[src/rtl/mem_access_stage.sv]
// mem_access_stage: MEM stage of the 5-stage MIPS pipeline.
// Runs one load/store at a time on a req/ack data-memory bus, formats load
// data (byte/half/word, signed/unsigned), stalls upstream stages while the
// access is outstanding and passes writeback controls to MEM/WB.
//
// Ports:
//   clk, rst            clock, synchronous active-low reset
//   in_*                EX/MEM register contents
//   mem_req/we/addr/    registered data-memory bus request
//   mem_wdata/mem_be
//   mem_rdata, mem_ack  bus response
//   stall               freeze PC, IF/ID, ID/EX, EX/MEM (MEM/WB IRWr = ~stall)
//   out_*               to MEM/WB register
//   exc_misalign        misaligned access flag (combinational)
//   bus_err             bus timeout flag, valid in the DONE cycle
module mem_access_stage #(
  parameter int TIMEOUT = 16
) (
  input  logic        clk,
  input  logic        rst,
  input  logic        in_valid,
  input  logic [31:0] in_ALUResult,
  input  logic [31:0] in_WD,
  input  logic [4:0]  in_RegDst,
  input  logic        in_cRegWrite,
  input  logic        in_cMemtoReg,
  input  logic        in_cMemRead,
  input  logic        in_cMemWrite,
  input  logic [1:0]  in_MemSize,
  input  logic        in_LoadSigned,
  output logic        mem_req,
  output logic        mem_we,
  output logic [31:0] mem_addr,
  output logic [31:0] mem_wdata,
  output logic [3:0]  mem_be,
  input  logic [31:0] mem_rdata,
  input  logic        mem_ack,
  output logic        stall,
  output logic [4:0]  out_RegDst,
  output logic [31:0] out_ALUResult,
  output logic [31:0] out_RDMem,
  output logic        out_cRegWrite,
  output logic        out_cMemtoReg,
  output logic        exc_misalign,
  output logic        bus_err
);

  localparam int CW = (TIMEOUT > 2) ? $clog2(TIMEOUT) : 1;
  localparam logic [CW-1:0] CNT_LAST = CW'(TIMEOUT - 1);

  typedef enum logic [1:0] {IDLE, BUSY, DONE} state_t;
  state_t state_q, state_d;

  logic          access, is_wr, misalign, start;
  logic [3:0]    be_d;
  logic [31:0]   wdata_d;
  logic [CW-1:0] cnt_q;
  logic [31:0]   rdmem_q;
  // Load shape captured at request time so formatting does not rely on
  // EX/MEM holding still while the bus is busy.
  logic          ld_q, sgn_q;
  logic [1:0]    lane_q, size_q;

  assign access   = in_valid & (in_cMemRead | in_cMemWrite);
  assign is_wr    = in_cMemWrite;  // read+write together counts as a write
  always_comb begin
    case (in_MemSize)
      2'b00:   misalign = 1'b0;
      2'b01:   misalign = in_ALUResult[0];
      default: misalign = |in_ALUResult[1:0];  // 11 behaves as word
    endcase
  end
  assign start = (state_q == IDLE) & access & ~misalign;

  // Store lane placement, little-endian lanes.
  always_comb begin
    case (in_MemSize)
      2'b00: begin
        be_d    = 4'b0001 << in_ALUResult[1:0];
        wdata_d = {4{in_WD[7:0]}};
      end
      2'b01: begin
        be_d    = in_ALUResult[1] ? 4'b1100 : 4'b0011;
        wdata_d = {2{in_WD[15:0]}};
      end
      default: begin
        be_d    = 4'b1111;
        wdata_d = in_WD;
      end
    endcase
  end

  function automatic logic [31:0] fmt_load(input logic [31:0] d, input logic [1:0] lane,
                                           input logic [1:0] size, input logic sgn);
    logic [7:0]  b;
    logic [15:0] h;
    case (lane)
      2'd0:    b = d[7:0];
      2'd1:    b = d[15:8];
      2'd2:    b = d[23:16];
      default: b = d[31:24];
    endcase
    h = lane[1] ? d[31:16] : d[15:0];
    case (size)
      2'b00:   fmt_load = {{24{sgn & b[7]}}, b};
      2'b01:   fmt_load = {{16{sgn & h[15]}}, h};
      default: fmt_load = d;
    endcase
  endfunction

  // State register
  always_ff @(posedge clk) begin
    if (!rst) state_q <= IDLE;
    else      state_q <= state_d;
  end

  // Next state
  always_comb begin
    state_d = state_q;
    case (state_q)
      IDLE:    if (start) state_d = BUSY;
      BUSY:    if (mem_ack || cnt_q == CNT_LAST) state_d = DONE;
      DONE:    state_d = IDLE;
      default: state_d = IDLE;
    endcase
  end

  // Outputs
  always_comb begin
    stall         = start | (state_q == BUSY);
    exc_misalign  = (state_q == IDLE) & access & misalign;
    out_RDMem     = (state_q == DONE) ? rdmem_q : 32'h0;
    out_cRegWrite = in_cRegWrite & in_valid & ~exc_misalign
                  & ~((state_q == DONE) & bus_err);
    out_RegDst    = in_RegDst;
    out_ALUResult = in_ALUResult;
    out_cMemtoReg = in_cMemtoReg;
  end

  // Bus and result registers
  always_ff @(posedge clk) begin
    if (!rst) begin
      mem_req   <= 1'b0;
      mem_we    <= 1'b0;
      mem_addr  <= 32'h0;
      mem_wdata <= 32'h0;
      mem_be    <= 4'h0;
      rdmem_q   <= 32'h0;
      cnt_q     <= '0;
      bus_err   <= 1'b0;
      ld_q      <= 1'b0;
      sgn_q     <= 1'b0;
      lane_q    <= 2'b00;
      size_q    <= 2'b00;
    end else begin
      case (state_q)
        IDLE: if (start) begin
          mem_req   <= 1'b1;
          mem_we    <= is_wr;
          mem_addr  <= {in_ALUResult[31:2], 2'b00};
          mem_wdata <= wdata_d;
          mem_be    <= be_d;
          cnt_q     <= '0;
          ld_q      <= ~is_wr;
          sgn_q     <= in_LoadSigned;
          lane_q    <= in_ALUResult[1:0];
          size_q    <= in_MemSize;
        end
        BUSY: begin
          if (mem_ack) begin
            mem_req <= 1'b0;
            mem_we  <= 1'b0;
            rdmem_q <= ld_q ? fmt_load(mem_rdata, lane_q, size_q, sgn_q) : 32'h0;
          end else if (cnt_q == CNT_LAST) begin
            mem_req <= 1'b0;
            mem_we  <= 1'b0;
            rdmem_q <= 32'h0;
            bus_err <= 1'b1;
          end else begin
            cnt_q <= cnt_q + 1'b1;
          end
        end
        DONE:    bus_err <= 1'b0;
        default: ;
      endcase
    end
  end

endmodule

[config.mk]
export PLATFORM = sky130hd
export DESIGN_NAME = mem_access_stage
export DESIGN_NICKNAME = d
export VERILOG_FILES = /design/src/rtl/mem_access_stage.sv
export SDC_FILE = /design/constraint.sdc
export NUM_CORES = 1
export LEC_CHECK = 0
export CORE_ASPECT_RATIO = 1.25
export CORE_MARGIN = 3
export CORE_UTILIZATION = 46
export DETAILED_ROUTE_END_ITERATION = 6
export PLACE_DENSITY_LB_ADDON = 0.25
export SLEW_MARGIN = 20
export SYNTH_ARGS = -nofsm -noshare
export SYNTH_HDL_FRONTEND = slang
export SYNTH_SLANG_ARGS = --single-unit
export TNS_END_PERCENT = 1
[constraint.sdc]
create_clock -name clk -period 4.9 [get_ports clk]
set_input_delay 0.735 -clock clk [delete_from_list [all_inputs] [get_ports clk]]
set_output_delay 0.735 -clock clk [all_outputs]
set_load 0.02 [all_outputs]
==> run_results.csv, run 1 <==
group,metric,value,unit
clock_tree,cts_tree,"built",
floorplan,dieArea,13750,µm²
worst_setup_path,criticalPathCategory,"input port to primary output",
worst_setup_path,slowest_stage,"clkdlybuf4s50_1",
synthesis,avgSynthCellArea,8.106,µm²
layout,antenna_cells,0,
power_and_ir_drop,p_leak,2.946,nW
outcome,status,"finished, final reports clean",
synthesis,ys_seq_area_frac,0.3975,
worst_setup_path,cp_common_cell,"clkdlybuf4s50_1",
layout,final_area,8454,µm²
layout,drive_gt1_frac,0.07692,
synthesis,synth_seq_cells,113,
worst_setup_path,startpoint,"in_MemSize[1]",
timing,period_share,0.7245,
placed_design,port_buffers,241,
synthesis,synth-edff-count,0,
job,maxCapViolCount,0,
worst_setup_path,timing.rr.start,"size_q[1]",
worst_setup_path,path_max_fanout,36,
clock_tree,cts_buffer_depth,2,
clock_tree,cts_made_buffers,17,
clock_tree,cts_setup_buffers,0,
floorplan,start_util,0.4808,
worst_setup_path,crit_chain,"clkdlybuf4s50_1, buf_4, o21a_1, or2_2, o21ai_1, clkdlybuf4s50_1",
hold_path,hp-start,"rdmem_q[20]",
clock_tree,cts_resized,0,
clock_tree,cts.sinks,113,
floorplan,ios,256,
worst_setup_path,crit_required,4.16,ns
worst_setup_path,slowest_delay,0.68,ns
clock_tree,cts_root_buf,"clkbuf_16",
timing,fin_skew,0.005874,ns
hold_path,holdCritPathClass,"register to register",
layout,final_nets,984,
global_route,overflow,0,
synthesis,syn_area,5690,µm²
global_route,antenna_found_initial,0,
timing,rsz0062_at_grt,"no",
timing,hold_violations,0,
placed_design,place_area,7821,µm²
synthesis,yosysWarnings,0,
timing,setup_tns,0,ns
timing,final_max_slew_viol_count,0,
routing,remaining_drc_errors,0,
timing,min_period,3.550,ns
clock_tree,htree_levels,4,
floorplan,core,11840,µm²
synthesis,async_flop_share,0,
worst_setup_path,critPathTopFamily,"buffers and inverters",
routing,drtIter0Drc,369,
global_route,grt_pass1_wl,29040,µm
clock_tree,cts_hold_buffers,0,
synthesis,synth_ff_type,"dfxtp_1",
placed_design,gp_congestion,0.9294,
power_and_ir_drop,ir_drop,0.0002616,V
clock_tree,clk_pin_slew,0.05,ns
synthesis,synth_cells,702,
routing,drtAntennaViolNets,0,
layout,fillers,923,
global_route,grt_usage,0.2634,
global_route,first_global_vias,5768,
global_route,grt_max_degree,82,
timing,tightest_slew,1.088,ns
routing,wirelength,18740,µm
worst_setup_path,critPathBufInv,3,
worst_setup_path,cp_data_arrival_time,2.81,ns
floorplan,fp.dieW,105.5,µm
floorplan,dieHeight,130.4,µm
worst_setup_path,r2r_setup_slack,2.29,ns
routing,viasPerCell,5.660,
floorplan,fp-row-count,44,
timing,hold_slack,0.4416,ns
worst_setup_path,crit_path_end_kind,"primary output",
layout,area_growth,48.57,%
worst_setup_path,startpoint_type,"input port",
routing,via_count,5915,
timing,setup_violations,0,
timing,relSlewSlack,0.2749,
timing,fmax,0.2817,GHz
routing,wl_per_cell,17.93,µm
synthesis,synth_cell_type_count,59,
clock_tree,clock_latency,0.40,ns
routing,dr.pass1.iters,5,
placed_design,hpwl,13110,µm
power_and_ir_drop,power.density,327.9,nW/µm²
==> worst reg2reg max path: cells and delay by family (launching register included) <==
| kind | cells | cell delay [ns] |
|---|---|---|
| AND/OR/NAND/NOR | 2 | 0.73 |
| flip-flops | 1 | 1.01 |
| AO/OA/AOI/OAI | 2 | 0.72 |
==> metal layers <==
| layer | up-vias | share of wire | global-route usage |
|---|---|---|---|
| met2 | 276 | 0.52 | 0.4696 |
| met1 | 2795 | 0.38 | 0.2900 |
| met5 | - | 0 | 0 |
| met3 | 29 | 0.086 | 0.09599 |
| met4 | 0 | 0.017 | 0.09035 |
| li1 | 2815 | - | - |
==> cell type report <==
type / instances / area, µm² / area share
clock buffer: 22 / 474.2 / 0.05609
sequential: 113 / 2262 / 0.2676
tap: 161 / 201.4 / 0.02383
timing repair buffer: 251 / 2487 / 0.2942
clock inverter: 10 / 156.4 / 0.01850
inverter: 6 / 22.52 / 0.002664
multi-input combinational: 482 / 2850 / 0.3371
==> final timing paths <==
path,endpoint,depth (start not counted)
min reg2reg,rdmem_q[20],2
max reg2reg,rdmem_q[17],4
max,stall,6
min,rdmem_q[20],2
==> flip-flops by register name (all words and copies together) (netlist names) <==
| register | flops |
|---|---|
| mem_wdata | 32 |
| rdmem_q | 32 |
| mem_addr | 30 |
| cnt_q | 4 |
| mem_be | 4 |
| lane_q | 2 |
| size_q | 2 |
| state_q | 2 |
| bus_err | 1 |
| ld_q | 1 |
| mem_req | 1 |
| mem_we | 1 |
| sgn_q | 1 |
==> kinds of logic after synthesis <==
family / share of synthesized area
compound gates: 0.2733
xor+xnor: 0.003079
fa+ha+maj: 0.002198
buf+inv: 0.1047
flops: 0.3975
mux: 0.04837
other cells: 0.0006590
simple gates: 0.1702
==> Yosys cell counts (2+ instances only) <==
| cell type | n | share of area |
|---|---|---|
| nand3_1 | 54 | 0.047 |
| buf_4 | 40 | 0.053 |
| and2_1 | 34 | 0.037 |
| nor3_1 | 12 | 0.011 |
| a211oi_1 | 12 | 0.016 |
| a311o_1 | 5 | 0.0088 |
| o211ai_1 | 3 | 0.0040 |
| a32o_1 | 6 | 0.011 |
| a311oi_1 | 13 | 0.020 |
| a21oi_1 | 94 | 0.083 |
| dfxtp_1 | 113 | 0.40 |
| buf_2 | 13 | 0.011 |
| o21ai_2 | 10 | 0.015 |
| inv_1 | 5 | 0.0033 |
| and3_1 | 2 | 0.0022 |
| buf_1 | 8 | 0.0053 |
| or3_1 | 3 | 0.0033 |
| mux2i_1 | 17 | 0.030 |
| clkbuf_1 | 39 | 0.026 |
| o21ai_0 | 96 | 0.084 |
| nand2_1 | 49 | 0.032 |
| mux2_2 | 7 | 0.014 |
| nor2b_1 | 5 | 0.0055 |
| nor2_1 | 15 | 0.0099 |
| nand2b_1 | 8 | 0.0088 |
| a21boi_0 | 6 | 0.0079 |
==> report_power, final <==
group / switching (mW) / total, mW / internal [mW]
sequential: 0.0273 / 0.984 / 0.957
clock: 0.412 / 1.30 / 0.888
combinational: 0.265 / 0.488 / 0.223
total: 0.704 / 2.77 / 2.07
==> placed cells by master, fill, tap and decap left out, types with 4 or more instances in the layout <==
cell,synthesis,routed
nand3_1,54,54
a32o_1,6,6
a211oi_1,12,12
nor2b_1,5,4
buf_4,40,10
a311o_1,5,5
dfxtp_1,113,113
inv_1,5,5
o21ai_2,10,10
nand2_1,49,49
and2_1,34,34
mux2i_1,17,17
nor2_1,15,14
a21boi_0,6,6
clkbuf_16,0,17
clkinv_2,0,4
clkdlybuf4s50_1,0,241
bufinv_16,0,4
a311oi_1,13,13
o21ai_0,96,96
mux2_2,7,7
nor3_1,12,12
nand2b_1,8,8
a21oi_1,94,93
==> per-stage QoR <==
| stage | cells | worst slack, ns | util | power [mW] |
|---|---|---|---|---|
| after floorplan | 703 | 2.010 | - | 1.265 |
| after global placement | 1013 | 1.405 | 0.6608 | 1.477 |
| after detailed placement | 1013 | 1.371 | 0.6608 | 1.486 |
| after CTS | 1045 | 1.372 | 0.7141 | 2.787 |
| after global routing | 1045 | 1.251 | 0.7143 | 2.867 |
| final | 1045 | 1.350 | 0.7143 | 2.772 |
(Power assumes the default switching activity.)
==> inputs of run 2 (changes only) <==
- CORE_UTILIZATION: 46 -> 42
- clock period: 4.9 -> 3.4 ns (I/O delays scaled with it)
==> run 2 against run 1 <==
Worst hold slack is essentially flat. Non-clock buffer count grew 6. Critical path type unchanged. Combinational power increased by 47%. Clock power rose by 42%. Utilization fell by 5.7 points. Power is 44% higher. Sequential power increased by 43%. Design area up 0.70%. Sequential share of layout area decreased by 0.18 points. Count of clock-buffer cells in the layout is 2 lower. Via count increased by 2.0%. Global-route usage fell by 0.99 points.
==> run_results.csv, run 2 (synthesis results as in run 1) <==
group,metric,value,unit
routing,viasPerCell,5.702,
clock_tree,cts_buffer_depth,2,
timing,setup_violations,0,
global_route,overflow,0,
placed_design,gp_congestion,0.8443,
layout,final_core_util,0.6574,
timing,hold_violations,0,
layout,multi_input_area,2850,µm²
routing,drtAntennaViolNets,0,
layout,seqCellArea,2262,µm²
timing,setup_tns,0,ns
global_route,antenna_found_initial,0,
clock_tree,clk_pin_slew,0.06,ns
layout,area_growth,49.60,%
timing,fin_skew,0.01041,ns
worst_setup_path,crit_required,2.89,ns
worst_setup_path,startpoint_type,"input port",
worst_setup_path,crit_path_end_kind,"primary output",
worst_setup_path,criticalPathCategory,"input port to primary output",
routing,remaining_drc_errors,0,
clock_tree,cts.sinks,113,
timing,tightest_slew,0.9168,ns
timing,min_period,3.040,ns
power_and_ir_drop,p_leak,2.965,nW
routing,wl_per_cell,18.37,µm
job,maxCapViolCount,0,
routing,dr.pass1.iters,7,
clock_tree,cts_setup_buffers,0,
clock_tree,cts_made_buffers,17,
floorplan,dieArea,14990,µm²
hold_path,holdCritPathClass,"register to register",
timing,final_max_slew_viol_count,0,
outcome,status,"finished, final reports clean",
floorplan,dieHeight,136.1,µm
clock_tree,cts_hold_buffers,0,
timing,fmax,0.3289,GHz
global_route,first_global_vias,5869,
global_route,grt_pass1_wl,29720,µm
routing,wirelength,19430,µm
clock_tree,cts_root_buf,"clkbuf_16",
placed_design,hpwl,13710,µm
timing,period_share,0.8942,
floorplan,core,12950,µm²
layout,drive_gt1_frac,0.08539,
floorplan,fp-row-count,46,
power_and_ir_drop,power.density,467.6,nW/µm²
layout,final_common_cell,"clkdlybuf4s50_1",
layout,antenna_cells,0,
layout,reg.largest.list,"mem_wdata (32), rdmem_q (32), mem_addr (30)",
clock_tree,htree_levels,4,
routing,drtIter0Drc,383,
clock_tree,cts_tree,"built",
floorplan,ios,256,
routing,via_count,6033,
worst_setup_path,cp_data_arrival_time,2.53,ns
timing,rsz0062_at_grt,"no",
clock_tree,clock_latency,0.41,ns
global_route,grt_max_degree,74,
clock_tree,cts_resized,0,
timing,relSlewSlack,0.3876,
layout,fillers,1079,
floorplan,start_util,0.4394,
global_route,grt_usage,0.2535,
power_and_ir_drop,ir_drop,0.0003471,V
placed_design,port_buffers,241,
layout,final_cell_mix,"clkdlybuf4s50_1 (241), dfxtp_1 (113), o21ai_0 (96)",
layout,final_nets,990,
worst_setup_path,path_max_fanout,4,
floorplan,fp.dieW,110.1,µm
[run 2: cell count changes in the layout (fill, tap and decap cells not counted)]
cell and delta:
buf_12 +1, buf_4 +5, bufinv_16 -1, clkbuf_1 -2, clkinv_2 -2, clkinv_4 +1, clkinvlp_4 +3, inv_6 +1
[run 2: layout make-up]
cell class | instances | area share
sequential | 113 | 0.2657
clock buffer | 20 | 0.05482
clock inverter | 12 | 0.01837
multi-input combinational | 482 | 0.3348
tap | 168 | 0.02469
inverter | 6 | 0.002646
timing repair buffer | 257 | 0.2989
[run 2: worst paths after layout]
check	from	to	slack [ns]	cells after the start
worst max-delay path	in_ALUResult[0]	stall	0.36	5
worst min-delay path	rdmem_q[31]	rdmem_q[31]	0.44	2
worst min register to register	rdmem_q[31]	rdmem_q[31]	0.44	2
worst max register to register	lane_q[1]	rdmem_q[21]	1.08	4
[run 2: worst max-delay path, cell delays in order]
cell,delay [ns]
clkdlybuf4s50_1,0.47
o21a_1,0.27
or2_2,0.32
o21ai_1,0.29
clkdlybuf4s50_1,0.67
[run 2: metrics by stage]
step	power, mW	hold slack [ns]	std cells	worst slack (ns)	area [µm²]
floorplan	1.824	0.4166	703	0.9601	5694
global placement	2.140	0.4264	1026	0.4248	7888
detailed placement	2.152	0.4329	1026	0.3632	7888
CTS	3.992	0.4455	1058	0.3613	8511
global route	4.123	0.4721	1058	0.2495	8513
finish	3.981	0.4411	1058	0.3599	8513
[run 2: report_power, final]
part	leakage [nW]	switching, mW	internal [mW]	total [mW]
Sequential	0.918	0.0363	1.38	1.41
Clock	0.295	0.639	1.21	1.85
Combinational	1.75	0.388	0.328	0.716
[run 2: layer usage]
metal | GRT usage | vias to the layer above | wire length [µm]
li1 | - | 2833 | -
met1 | 0.2770 | 2839 | 6892
met2 | 0.4315 | 317 | 9808
met3 | 0.09691 | 44 | 2070
met4 | 0.1123 | 0 | 661
met5 | 0 | - | 0
